--- src/rtl/rr_grant_seq_pkg.sv ---
// rr_pkg: shared sizes and state type for the round-robin grant sequencer (N_REQ, IDX_W, state_t)
package rr_pkg;
  localparam int N_REQ = 4;
  localparam int IDX_W = 2;
  typedef enum logic {IDLE, GRANT} state_t;
endpackage

--- src/rtl/rr_grant_seq_pick.sv ---
// rr_pick: rotate-priority search; req/ptr in, any (some request) and idx (first set bit from ptr upward, mod N_REQ) out
module rr_pick
  import rr_pkg::*;
(
  input  logic [N_REQ-1:0] req,
  input  logic [IDX_W-1:0] ptr,
  output logic             any,
  output logic [IDX_W-1:0] idx
);
  assign any = |req;
  always_comb begin
    idx = ptr;
    for (int k = N_REQ - 1; k >= 0; k--)
      if (req[ptr + IDX_W'(k)]) idx = ptr + IDX_W'(k);
  end
endmodule

--- src/rtl/rr_grant_seq.sv ---
// rr_grant_seq: 4-way round-robin grant sequencer; clk/rst, req/done in, gnt_valid/gnt_idx/busy out, timeout out when RR_TIMEOUT_EN is defined
module rr_grant_seq
  import rr_pkg::*;
#(
  parameter int HOLD_MAX = 15
) (
  input  logic             clk,
  input  logic             rst,
  input  logic [N_REQ-1:0] req,
  input  logic             done,
  output logic             gnt_valid,
  output logic [IDX_W-1:0] gnt_idx,
  output logic             busy
`ifdef RR_TIMEOUT_EN
  ,
  output logic             timeout
`endif
);
  if (HOLD_MAX < 1 || HOLD_MAX > 255) begin : g_bad_hold
    $error("HOLD_MAX must be in 1..255");
  end
  state_t st, st_n;
  logic [IDX_W-1:0] ptr, ptr_n, idx_n, pick_idx;
  logic any, rel, force_rel;
  rr_pick u_pick (.req(req), .ptr(ptr), .any(any), .idx(pick_idx));
  assign rel = done | ~req[gnt_idx];
`ifdef RR_TIMEOUT_EN
  logic [7:0] cnt;
  assign force_rel = ~rel & (cnt == 8'(HOLD_MAX - 1));
  always_ff @(posedge clk)
    if (rst) begin
      cnt <= '0;
      timeout <= 1'b0;
    end else begin
      cnt <= (st == GRANT) ? cnt + 8'd1 : 8'd0;
      timeout <= (st == GRANT) & force_rel;
    end
`else
  assign force_rel = 1'b0;
`endif
  always_comb begin
    st_n = st;
    ptr_n = ptr;
    idx_n = gnt_idx;
    if (st == IDLE && any) begin
      st_n = GRANT;
      idx_n = pick_idx;
    end else if (st == GRANT && (rel || force_rel)) begin
      st_n = IDLE;
      ptr_n = gnt_idx + IDX_W'(1);
    end
  end
  always_ff @(posedge clk)
    if (rst) begin
      st <= IDLE;
      ptr <= '0;
      gnt_idx <= '0;
    end else begin
      st <= st_n;
      ptr <= ptr_n;
      gnt_idx <= idx_n;
    end
  assign gnt_valid = (st == GRANT);
  assign busy = gnt_valid;
endmodule
--- config.mk ---
export PLATFORM = sky130hd
export DESIGN_NAME = rr_grant_seq
export DESIGN_NICKNAME = d
export VERILOG_FILES = /design/src/rtl/rr_grant_seq_pkg.sv /design/src/rtl/rr_grant_seq_pick.sv /design/src/rtl/rr_grant_seq.sv
export SDC_FILE = /design/constraint.sdc
export NUM_CORES = 1
export LEC_CHECK = 0
export BUFFER_PORTS_ARGS = -buffer_cell sky130_fd_sc_hd__buf_2
export CAP_MARGIN = 15
export CORE_AREA = 3 3 40 42
export CTS_BUF_LIST = sky130_fd_sc_hd__clkbuf_4
export CTS_CLUSTER_SIZE = 12
export DETAILED_ROUTE_END_ITERATION = 10
export DIE_AREA = 0 0 43 45
export PLACE_DENSITY_LB_ADDON = 0.15
export SLEW_MARGIN = 20
export SYNTH_ARGS = -nofsm -noshare
export SYNTH_HDL_FRONTEND = slang
export SYNTH_SLANG_ARGS = --single-unit
--- constraint.sdc ---
create_clock -name clk -period 1.5 [get_ports clk]
set_clock_uncertainty 0.15 [all_clocks]
set_input_delay 0.075 -clock clk [delete_from_list [all_inputs] [get_ports clk]]
set_output_delay 0.075 -clock clk [all_outputs]
set_load 0.01 [all_outputs]
* After elaboration in Yosys (flattened, before gate mapping)
Cells that the tools add are included. W data, S select, Z words.
Cells by class: eq/ne operators 0, bitwise gates (word level) 4, add/sub/neg operators 4, mux-type cells 16, div/mod/pow operators 0, $lt $le $gt $ge 5, $mul 0, reduce and logical (&&, ||, !) cells 5, shifts and indexed selects 0
Operators with widths (count):
- $lt A2 B3 Y1 const B | 5
- $bmux W1 S2 | 5
- $mux W2 | 4
- $mux W1 | 7
- $add A2 B1 Y2 const B | 2
- $add A2 B2 Y2 const B | 2
- $reduce_or A4 Y1 | 1
- $not A1 Y1 | 3
- $logic_and A1 B1 Y1 | 2
- $reduce_and A2 Y1 | 1
- $reduce_bool A2 Y1 | 1
- $or A1 B1 Y1 | 1
Word-level totals: memories 0, input bits 7, output and inout port bits 4, register bits after elaboration 5, ROM bits 0, latch bits 0, memory bits (writable) 0

* Depth between registers and ports, before layout
Gate-level depths: netlist of run 1.
depth after elaboration 7, gate-level depth with buffers 5

* Cells and area by module
A second synthesis of run 1 with hierarchy kept.
Second synthesis, totals: cell total of the unflattened synthesis 42, area, all modules 369.1 µm²
Modules (own cells, without submodules):
- rr_grant_seq | area each 269.0 µm², cells each 26, instances 1
- rr_pick | area each 100.1 µm², cells each 16, instances 1

* Least setup slack after synthesis of run 1
Ideal clock, no wire load.
kind register -> register, start point reg gnt_idx[0], end point reg ptr[1], required time 1.264 ns, cell stages (with the launch flop) 6, data arrival time 1.160 ns, clock period less this slack 1.395 ns, setup time 0.086 ns, setup slack 0.105 ns, cells stage by stage dfxtp_1 buf_6 mux2i_1 o221a_2 nor2_1 a211oi_1
On the way: word-level cells in the longest chain between the ends 6, elaborated cells between the ends (all ways) 7, those cells by class add/sub (1); mux (2); bitwise (2); reduce/logical (2)
Ends and longest elaborated chain:
- start: declaration | RTL line rr_grant_seq.sv:12 | output logic [IDX_W-1:0] gnt_idx,
- start signal: assignment | RTL line rr_grant_seq.sv:61 | gnt_idx <= idx_n;
- $bmux W1 S2 | RTL line rr_grant_seq.sv:26 | assign rel = done | ~req[gnt_idx];
- $mux W1 (not written as such) | RTL line rr_grant_seq.sv:26
- $not A1 Y1 | RTL line rr_grant_seq.sv:26
- $or A1 B1 Y1 | RTL line rr_grant_seq.sv:26
- $logic_and A1 B1 Y1 | RTL line rr_grant_seq.sv:48 | end else if (st == GRANT && (rel || force_rel)) begin
- $reduce_and A2 Y1 (no source line)
- end signal: assignment | RTL line rr_grant_seq.sv:60 | ptr <= ptr_n;
- end: declaration | RTL line rr_grant_seq.sv:23 | logic [IDX_W-1:0] ptr, ptr_n, idx_n, pick_idx;
Parallel ways exist; a longest one is shown, timed or not. The select of a mux whose other input is x is not followed. A chain may end at the register's enable or synchronous reset.

* Worst setup path in the final report of run 1
start point reg gnt_idx[0], end point reg ptr[0]
The elaborated chain is that of the path after synthesis.

==> results.cfg, run 1 <==
[synth]
synth_ff_type = dfxtp_1
yosys.area.top_type = dfxtp_1
syn_inst = 37
seq_area_frac_synth_pct = 30.7
synth_area_sq_um = 327
synth.most_common_cell = dfxtp_1
async_flop_share_pct = 0
ys_types = 19
ys_top_cells_by_count = dfxtp_1, a21oi_1, mux2i_1, nand2b_1
yosys_warnings = 0
synth_fa_ha_area_share_pct = 0
synth_compound_area_share_pct = 32.6
avgSynthCellArea_sq_um = 8.83
synth_top_family_by_area = compound AO/OA/AOI/OAI gates
synth-seq-cells = 5
synth_edf_count = 0
synth-simple-area-share_pct = 16.9
muxShareOfSynthArea_pct = 9.20
yosys-top-cells-area = dfxtp_1, mux2i_1, a21oi_1
synth.top_cell.area_share_pct = 30.7
syn_nets = 44
synth-xor-area-share_pct = 2.68

[global_route]
grt_pass1_wl_microns = 1340
grt_max_degree = 7
antenna_found_initial = 0
grt_usage_pct = 9.58
grt_pass1_vias = 320
grt-ovfl-total = 0

[critical_path]
required_ns = 1.51
r2r_start = gnt_idx[0]$_SDFFE_PP0P_
crit_fanout = 4
critPathKind = flop to flop
reg2reg_depth = 4
rrSetupSlack_ns = 0.08
rr_endpoint = ptr[0]$_SDFFE_PP0P_
end_kind = flop
critPathArrivalTime_ns = 1.43
cp-start-kind = flop

[cells_and_area]
layout.nets = 61
syn2layout_area_growth_pct = 35.6
regArea_sq_um = 100
num-fill-cells = 138
drive_above_1_share_pct = 37.7
diodes = 0
finalInstanceArea_sq_um = 443
final_util_pct = 34.5
multi_input_area_sq_um = 204

[sta]
tns_ns = 0
period_minus_slack_ns = 1.42
fmax_mhz = 703
finalCritPeriodShare_pct = 94.8
worst_pin_slew_ns = 0.417
maxSlewViolCount = 0
max-slew-margin-rel_pct = 71.9
final-hold-violation-count = 0
setup_viol = 0

[cts]
cts_sinks = 5
cts_max_level = 1
cts.reportedPaths.clkPinSlew_ns = 0.05
clk_latency_ns = 0.25
cts-root-buf = clkbuf_4
cts_tree = done
cts_buffer_depth = 2
cts-buffers-inserted = 3

[route]
via_count = 339
initialDrtViolationCount = 7
drt-total-wl_microns = 847
avgRoutedWirePerCell_microns = 12.5
post-route-drc-count = 0
detail-route-antenna-nets = 0
dr.pass1.iters = 3
viasPerCell = 4.99

[floorplanning]
die-height_microns = 45
io_pins = 11
initial_core_util_pct = 25.4
fp-row-count = 13
die_w_microns = 43
core_sq_mm = 0.00128
dieArea_sq_mm = 0.00194

[place]
dpl_cell_area_sq_um = 384
dp_hpwl_microns = 597
port_buffers = 10
place_congestion = 0.765

[hold_path]
hold_end = busy$_SDFFE_PP0P_
hold_path_startpoint = req[1]
min_path_type = input pin to flop
hold_path_depth = 3

[power]
power_density_mw_per_mm2 = 1040
power_mw = 0.462
p_leak_nw = 0.187
peakVddDrop_mv = 0.491

[run]
maxCapViolCount = 0

[run_status]
outcome = completed
## report_power, final
group	internal, mW	switching [mW]
Clock	0.119	0.0643
Sequential	0.147	0.0179
Combinational	0.0594	0.0542
## critical path, cell delays in order (launching register included)
cell	delay, ns
dfxtp_1	0.39
mux2i_2	0.27
o221a_2	0.26
nor2_1	0.05
a211oi_1	0.21
## registers in the layout, summed over array words and instances (netlist names)
register and count:
ptr 2, busy 1, gnt_idx 2
## layout by cell type (no fill, tap or decap)
cell           synthesis  routed
mux2i_2                0       1
inv_1                  2       2
clkbuf_4               0       4
a21o_1                 2       2
o2111ai_1              1       1
o31ai_1                1       1
dfxtp_1                5       5
mux2i_1                3       2
dlygate4sd3_1          0       1
nand3b_1               2       2
o221a_2                1       1
or2_1                  1       1
a21oi_1                4       4
a211oi_1               2       2
xnor2_1                1       1
nor2_1                 2       2
o41ai_2                1       1
nand2_1                2       2
nand2b_1               3       3
buf_2                  0      10
o22ai_1                2       2
buf_4                  1       3
## cell type report
class                           count  area share (%)
Tap cell                           15            4.24
Timing Repair Buffer               14            18.6
Inverter                            2            1.69
Sequential cell                     5            22.6
Clock buffer                        4            6.78
Multi-Input combinational cell     28            46.0
## layer usage
metal / global-route usage (%) / wire length [microns] / vias up
met5: 0 / 0 / -
met4: 9.04 / 27 / 0
met3: 1.59 / 45 / 2
met2: 16.8 / 424 / 11
met1: 9.64 / 349 / 158
li1: - / - / 168
## how the worst max path moves through the flow
stage / depth (start not counted) / slack [ns] / start / end
2_1_floorplan: 5 / 0.10 / gnt_idx[0]$_SDFFE_PP0P_ / ptr[1]$_SDFFE_PP0P_
3_3_place_gp: 4 / 0.15 / gnt_idx[0]$_SDFFE_PP0P_ / ptr[0]$_SDFFE_PP0P_
3_5_place_dp: 4 / 0.13 / gnt_idx[0]$_SDFFE_PP0P_ / ptr[1]$_SDFFE_PP0P_
4_1_cts: 4 / 0.1 / gnt_idx[0]$_SDFFE_PP0P_ / ptr[0]$_SDFFE_PP0P_
5_1_grt: 4 / -0.02 / gnt_idx[0]$_SDFFE_PP0P_ / ptr[0]$_SDFFE_PP0P_
6_report: 4 / 0.08 / gnt_idx[0]$_SDFFE_PP0P_ / ptr[0]$_SDFFE_PP0P_
## cells by family after synthesis
group,after synthesis
flip-flops,5
AND/OR/NAND/NOR,10
buffers and inverters,4
AO/OA/AOI/OAI,14
XOR/XNOR,1
multiplexers,3
## repair_timing
| action | CTS | global route |
|---|---|---|
| gates resized for setup | 0 | 1 |
| hold buffers | 1 | 0 |
| setup endpoints to repair | 0 | 1 |
| buffers inserted | 0 | 2 |
| hold endpoints to repair | 5 | 0 |
## per-stage QoR
stage	hold slack, ns	instances	setup slack [ns]
after floorplan	-0.00593	37	0.105
final	0.0511	68	0.0781
after detailed placement	0.166	61	0.125
after global placement	0.169	61	0.154
after global routing	0.0921	68	-0.0179
after CTS	0.0397	66	0.0973
No activity file was read; power rests on OpenSTA's default activity.
==> run 2: changes to the inputs <==
--- a/config.mk
+++ b/config.mk
@@ -16,4 +16,5 @@
 export SLEW_MARGIN = 20
 export SYNTH_ARGS = -nofsm -noshare
 export SYNTH_HDL_FRONTEND = slang
+export SYNTH_HIERARCHICAL = 1
 export SYNTH_SLANG_ARGS = --single-unit
==> run 2 against run 1 <==
  * Setup slack got worse by 0.0052 ns
  * Wire length increased by 4.7%
  * Critical path type unchanged
  * Non-clock buffer count up 3
==> results.cfg, run 2 <==
[run_status]
outcome = completed

[route]
post-route-drc-count = 0
detail-route-antenna-nets = 0
dr.pass1.iters = 3
viasPerCell = 4.78
via_count = 363
initialDrtViolationCount = 6
avgRoutedWirePerCell_microns = 11.7
drt-total-wl_microns = 887

[global_route]
grt_pass1_wl_microns = 1460
grt_pass1_vias = 334
grt-ovfl-total = 0
grt_max_degree = 8
grt_usage_pct = 10.7
antenna_found_initial = 0

[cells_and_area]
layout_common_cells = buf_2, nor2_1, buf_4
syn2layout_area_growth_pct = 39.0
diodes = 0
layout_commonest_cell = buf_2
drive_above_1_share_pct = 45.9
final_util_pct = 39.9
layout.nets = 69
layoutNonFillerInstCount = 76

[critical_path]
worstPathCellList = and3b_1, or4_1, nand2_1, mux2i_1, nor2_1
cp_top_family = simple AND/OR/NAND/NOR gates
crit_path_top_delay_cell = or4_1
crit_fanout = 3
critPathArrivalTime_ns = 1.46
crit_buf_inv = 0
end_kind = flop
critPathKind = flop to flop
required_ns = 1.54
max_stage_delay_ns = 0.49
cp-start-kind = flop

[floorplanning]
core_sq_mm = 0.00128
io_pins = 11
fp-row-count = 13
die-height_microns = 45
die_w_microns = 43
initial_core_util_pct = 28.7
dieArea_sq_mm = 0.00194

[power]
comb_power_share_pct = 28.3
p_leak_nw = 0.246
seq_power_share_pct = 33.1
p_sw_mw = 0.133
power_density_mw_per_mm2 = 927
swShare_pct = 27.9
peakVddDrop_mv = 0.344
power.clock.fraction_pct = 38.6
p_int_mw = 0.343

[cts]
cts-root-buf = clkbuf_4
cts.reportedPaths.clkPinSlew_ns = 0.05
clk_latency_ns = 0.25
cts_tree = done
cts_buffer_depth = 2
cts_max_level = 1
cts-buffers-inserted = 3
cts_sinks = 5

[place]
preCtsSetupSlack_ns = 0.0696
dp.cells = 69
port_buffers = 10
place_congestion = 0.775
dp_hpwl_microns = 680

[synth]
yosys-top-cells-area = dfxtp_1, mux2i_1, mux2_4
ys_top_cells_by_count = nor2_1, dfxtp_1, mux2i_1
synth.most_common_cell = nor2_1
synth-seq-cells = 5
yosys_warnings = 6
synth_edf_count = 0
synth.top_cell.area_share_pct = 27.1
syn_nets = 49
synth_ff_type = dfxtp_1
syn_inst = 42
async_flop_share_pct = 0
synth_area_sq_um = 369
avgSynthCellArea_sq_um = 8.79
seq_area_frac_synth_pct = 27.1
yosys.area.top_type = dfxtp_1
ys_types = 21

[sta]
maxSlewViolCount = 0
max-slew-margin-rel_pct = 84.0
fmax_mhz = 701
rsz0062_at_grt = false
final-hold-violation-count = 0
finalCritPeriodShare_pct = 95.1
worst_pin_slew_ns = 0.239
fin_ws_ns = 0.0729
period_minus_slack_ns = 1.43
setup_viol = 0
tns_ns = 0

[hold_path]
min_path_type = input pin to flop

[run]
maxCapViolCount = 0
-- run 2: cell count changes after synthesis, sizes merged, moves of 3 or more --
cell	delta
nor2	+5
a21oi	-3
and2b	+3
nor2b	+3
-- run 2: kinds of logic (layout without fill, tap and decap cells) --
group / after synthesis / after routing / synth area share, %
xor gates and xnor gates: 1 / 1 / 2.37
DFF: 5 / 5 / 27.1
muxes: 6 / 6 / 19.0
buffers and inverters: 3 / 22 / 5.08
AOI/OAI and AO/OA: 6 / 6 / 14.9
and+or+nand+nor: 21 / 21 / 31.5
-- run 2: repair_timing --
item | in CTS | in global routing
resized for setup | 0 | 3
setup buffers | 0 | 2
hold buffers | 1 | 0
setup endpoints to repair | 0 | 1
hold endpoints to repair | 3 | 0
-- run 2: final cells by class --
class / instances / area, sq um
flip-flops and latches: 5 / 105
well taps: 15 / 18.8
fillers: 135 / 772
clock buffers: 4 / 30.0
repair buffers: 17 / 105
multi-input cells: 34 / 250
inverters: 1 / 3.75
-- run 2: metal layers --
metal | track usage, % | vias to the layer above | routed length (microns)
li1 | - | 185 | -
met1 | 12.1 | 168 | 401
met2 | 16.8 | 8 | 413
met3 | 3.98 | 2 | 53
met4 | 7.23 | 0 | 19
met5 | 0 | - | 0
-- run 2: power by group through the flow --
stage / clock network, mW / registers [mW] / logic, mW
after floorplan: 0 / 0.162 / 0.0811
after global placement: 0 / 0.161 / 0.129
after detailed placement: 0 / 0.161 / 0.127
after CTS: 0.188 / 0.159 / 0.130
after global routing: 0.192 / 0.159 / 0.148
final: 0.184 / 0.157 / 0.135
-- run 2: path summary, 6_finish.rpt --
kind / endpoint / slack, ns / start / depth (start not counted)
setup / recovery: gnt_idx[1]$_SDFFE_PP0P_ / 0.07 / ptr[1]$_SDFFE_PP0P_ / 5
hold / removal: busy$_SDFFE_PP0P_ / 0.12 / req[1] / 5
setup reg to reg: gnt_idx[1]$_SDFFE_PP0P_ / 0.07 / ptr[1]$_SDFFE_PP0P_ / 5
hold reg to reg: busy$_SDFFE_PP0P_ / 0.40 / busy$_SDFFE_PP0P_ / 2
-- run 2: worst reg2reg max path, cell delays in order, from the launching register on --
cell,delay (ns)
dfxtp_4,0.34
and3b_1,0.15
or4_1,0.49
nand2_1,0.07
mux2i_1,0.06
nor2_1,0.10
-- run 2: stage by stage --
step           power [mW]  cell area [sq um]  hold slack [ns]
4_1_cts             0.477                493            0.136
2_1_floorplan       0.243                369         -0.00262
3_3_place_gp        0.290                453            0.191
6_report            0.476                513            0.120
3_5_place_dp        0.288                453            0.188
5_1_grt             0.499                513            0.203
==> run 3: changes to the inputs <==
--- a/config.mk
+++ b/config.mk
@@ -12,7 +12,9 @@
 export CTS_CLUSTER_SIZE = 12
 export DETAILED_ROUTE_END_ITERATION = 10
 export DIE_AREA = 0 0 43 45
+export MAX_ROUTING_LAYER = met4
 export PLACE_DENSITY_LB_ADDON = 0.15
+export SETUP_SLACK_MARGIN = 0.4
 export SLEW_MARGIN = 20
 export SYNTH_ARGS = -nofsm -noshare
 export SYNTH_HDL_FRONTEND = slang
==> run 3 against run 2 <==
  * Combinational power up 4%
  * Sequential power barely moved
  * Non-clock buffer count decreased by 2
  * Largest power group unchanged
  * Count of clock-buffer cells in the layout unchanged
  * Critical endpoint unchanged
  * Critical path depth stayed put
==> results.cfg, run 3 (synthesis results as in run 2) <==
[critical_path]
rrSetupSlack_ns = 0.08
end_kind = flop
r2r_start = ptr[1]$_SDFFE_PP0P_
critPathKind = flop to flop
required_ns = 1.52
cp-start-kind = flop
critPathArrivalTime_ns = 1.44
rr_endpoint = gnt_idx[1]$_SDFFE_PP0P_
crit_fanout = 2
reg2reg_depth = 5

[cts]
clk_latency_ns = 0.24
cts_tree = done
cts-root-buf = clkbuf_4
cts_sinks = 5
cts_buffer_depth = 2
cts.reportedPaths.clkPinSlew_ns = 0.04
cts-buffers-inserted = 3
cts_max_level = 1

[route]
initialDrtViolationCount = 2
avgRoutedWirePerCell_microns = 11.4
detail-route-antenna-nets = 0
via_count = 349
viasPerCell = 4.72
post-route-drc-count = 0
drt-total-wl_microns = 842
dr.pass1.iters = 2

[sta]
setup_viol = 0
maxSlewViolCount = 0
fmax_mhz = 705
whs_ns = 0.0822
worst_pin_slew_ns = 0.234
final-hold-violation-count = 0
max-slew-margin-rel_pct = 84.3
finalCritPeriodShare_pct = 94.6
tns_ns = 0
period_minus_slack_ns = 1.42
fin_ws_ns = 0.0811
rsz0062_at_grt = true

[floorplanning]
die_w_microns = 43
core_sq_mm = 0.00128
initial_core_util_pct = 28.7
io_pins = 11
dieArea_sq_mm = 0.00194
fp-row-count = 13
die-height_microns = 45

[place]
port_buffers = 10
place_congestion = 0.743
dp.cells = 68
dp_hpwl_microns = 636
preCtsSetupSlack_ns = 0.0490

[global_route]
grt_max_degree = 8
grt_pass1_wl_microns = 1340
antenna_found_initial = 0
grt_pass1_vias = 320
grt-ovfl-total = 0
grt_usage_pct = 9.35

[run_status]
outcome = completed

[power]
peakVddDrop_mv = 0.225
power_density_mw_per_mm2 = 907
p_leak_nw = 0.240

[hold_path]
hold_path_startpoint = rst
hold_path_depth = 3
min_path_type = input pin to flop
hold_end = ptr[1]$_SDFFE_PP0P_

[cells_and_area]
final_util_pct = 40.4
drive_above_1_share_pct = 52.5
syn2layout_area_growth_pct = 40.7
num-fill-cells = 132
layout.nets = 67
layout_commonest_cell = buf_2
diodes = 0
layout_common_cells = buf_2, nor2_1, clkbuf_4
layoutNonFillerInstCount = 74

[run]
maxCapViolCount = 0
## run 3: cell types whose count changed in the layout (fill, tap and decap cells not counted), moves of 2 or more
cell	change
buf_4	-3
dfxtp_1	-2
dfxtp_2	+2
buf_6	+2
## run 3: area by class of cell
type                            instances  area [sq um]  area share, %
Clock buffer                            4          30.0           5.78
Timing Repair Buffer                   15           100           19.3
Tap cell                               15          18.8           3.61
Sequential cell                         5           108           20.7
Inverter                                1          3.75          0.723
Multi-Input combinational cell         34           259           49.9
## run 3: how the worst max path moves through the flow
stage	slack (ns)	start	cells after the start	endpoint
3_5_place_dp	0.05	ptr[0]$_SDFFE_PP0P_	5	gnt_idx[1]$_SDFFE_PP0P_
3_3_place_gp	0.06	ptr[0]$_SDFFE_PP0P_	5	gnt_idx[1]$_SDFFE_PP0P_
2_1_floorplan	0.07	gnt_idx[0]$_SDFFE_PP0P_	4	ptr[0]$_SDFFE_PP0P_
5_1_grt	0.003	ptr[1]$_SDFFE_PP0P_	5	gnt_idx[1]$_SDFFE_PP0P_
4_1_cts	0.06	ptr[0]$_SDFFE_PP0P_	5	gnt_idx[1]$_SDFFE_PP0P_
6_report	0.08	ptr[1]$_SDFFE_PP0P_	5	gnt_idx[1]$_SDFFE_PP0P_
## run 3: worst max-delay path, cell delays in order (launching register included)
cell and delay, ns:
dfxtp_2 0.31, and3b_1 0.17, or4_1 0.49, nand2_1 0.08
mux2i_1 0.06, nor2_1 0.09
## run 3: repair_timing
| action | CTS | global route |
|---|---|---|
| pin swaps | 4 | 2 |
| endpoints found under the setup margin | 5 | 6 |
| gates resized for setup | 5 | 3 |
| buffers inserted | 1 | 0 |
| hold endpoints to repair | 3 | 3 |
## run 3: routing by layer
metal  vias to the layer above  track usage [%]  part of all wire, %
li1                        179                -                    -
met1                       166             9.64                   44
met2                         4             17.7                   53
met3                         0             2.79                  2.9
met4                         0             1.81                    0
met5                         -                -                    0
## run 3: per-stage QoR
step | power [mW] | instance area (sq um)
2_1_floorplan | 0.247 | 375
3_3_place_gp | 0.287 | 448
3_5_place_dp | 0.287 | 448
4_1_cts | 0.471 | 494
5_1_grt | 0.504 | 519
6_report | 0.471 | 519
## run 3: power breakdown
group | internal [mW] | switching, mW
sequential | 0.148 | 0.0116
clock | 0.118 | 0.0529
combinational | 0.0808 | 0.0592
total | 0.347 | 0.124
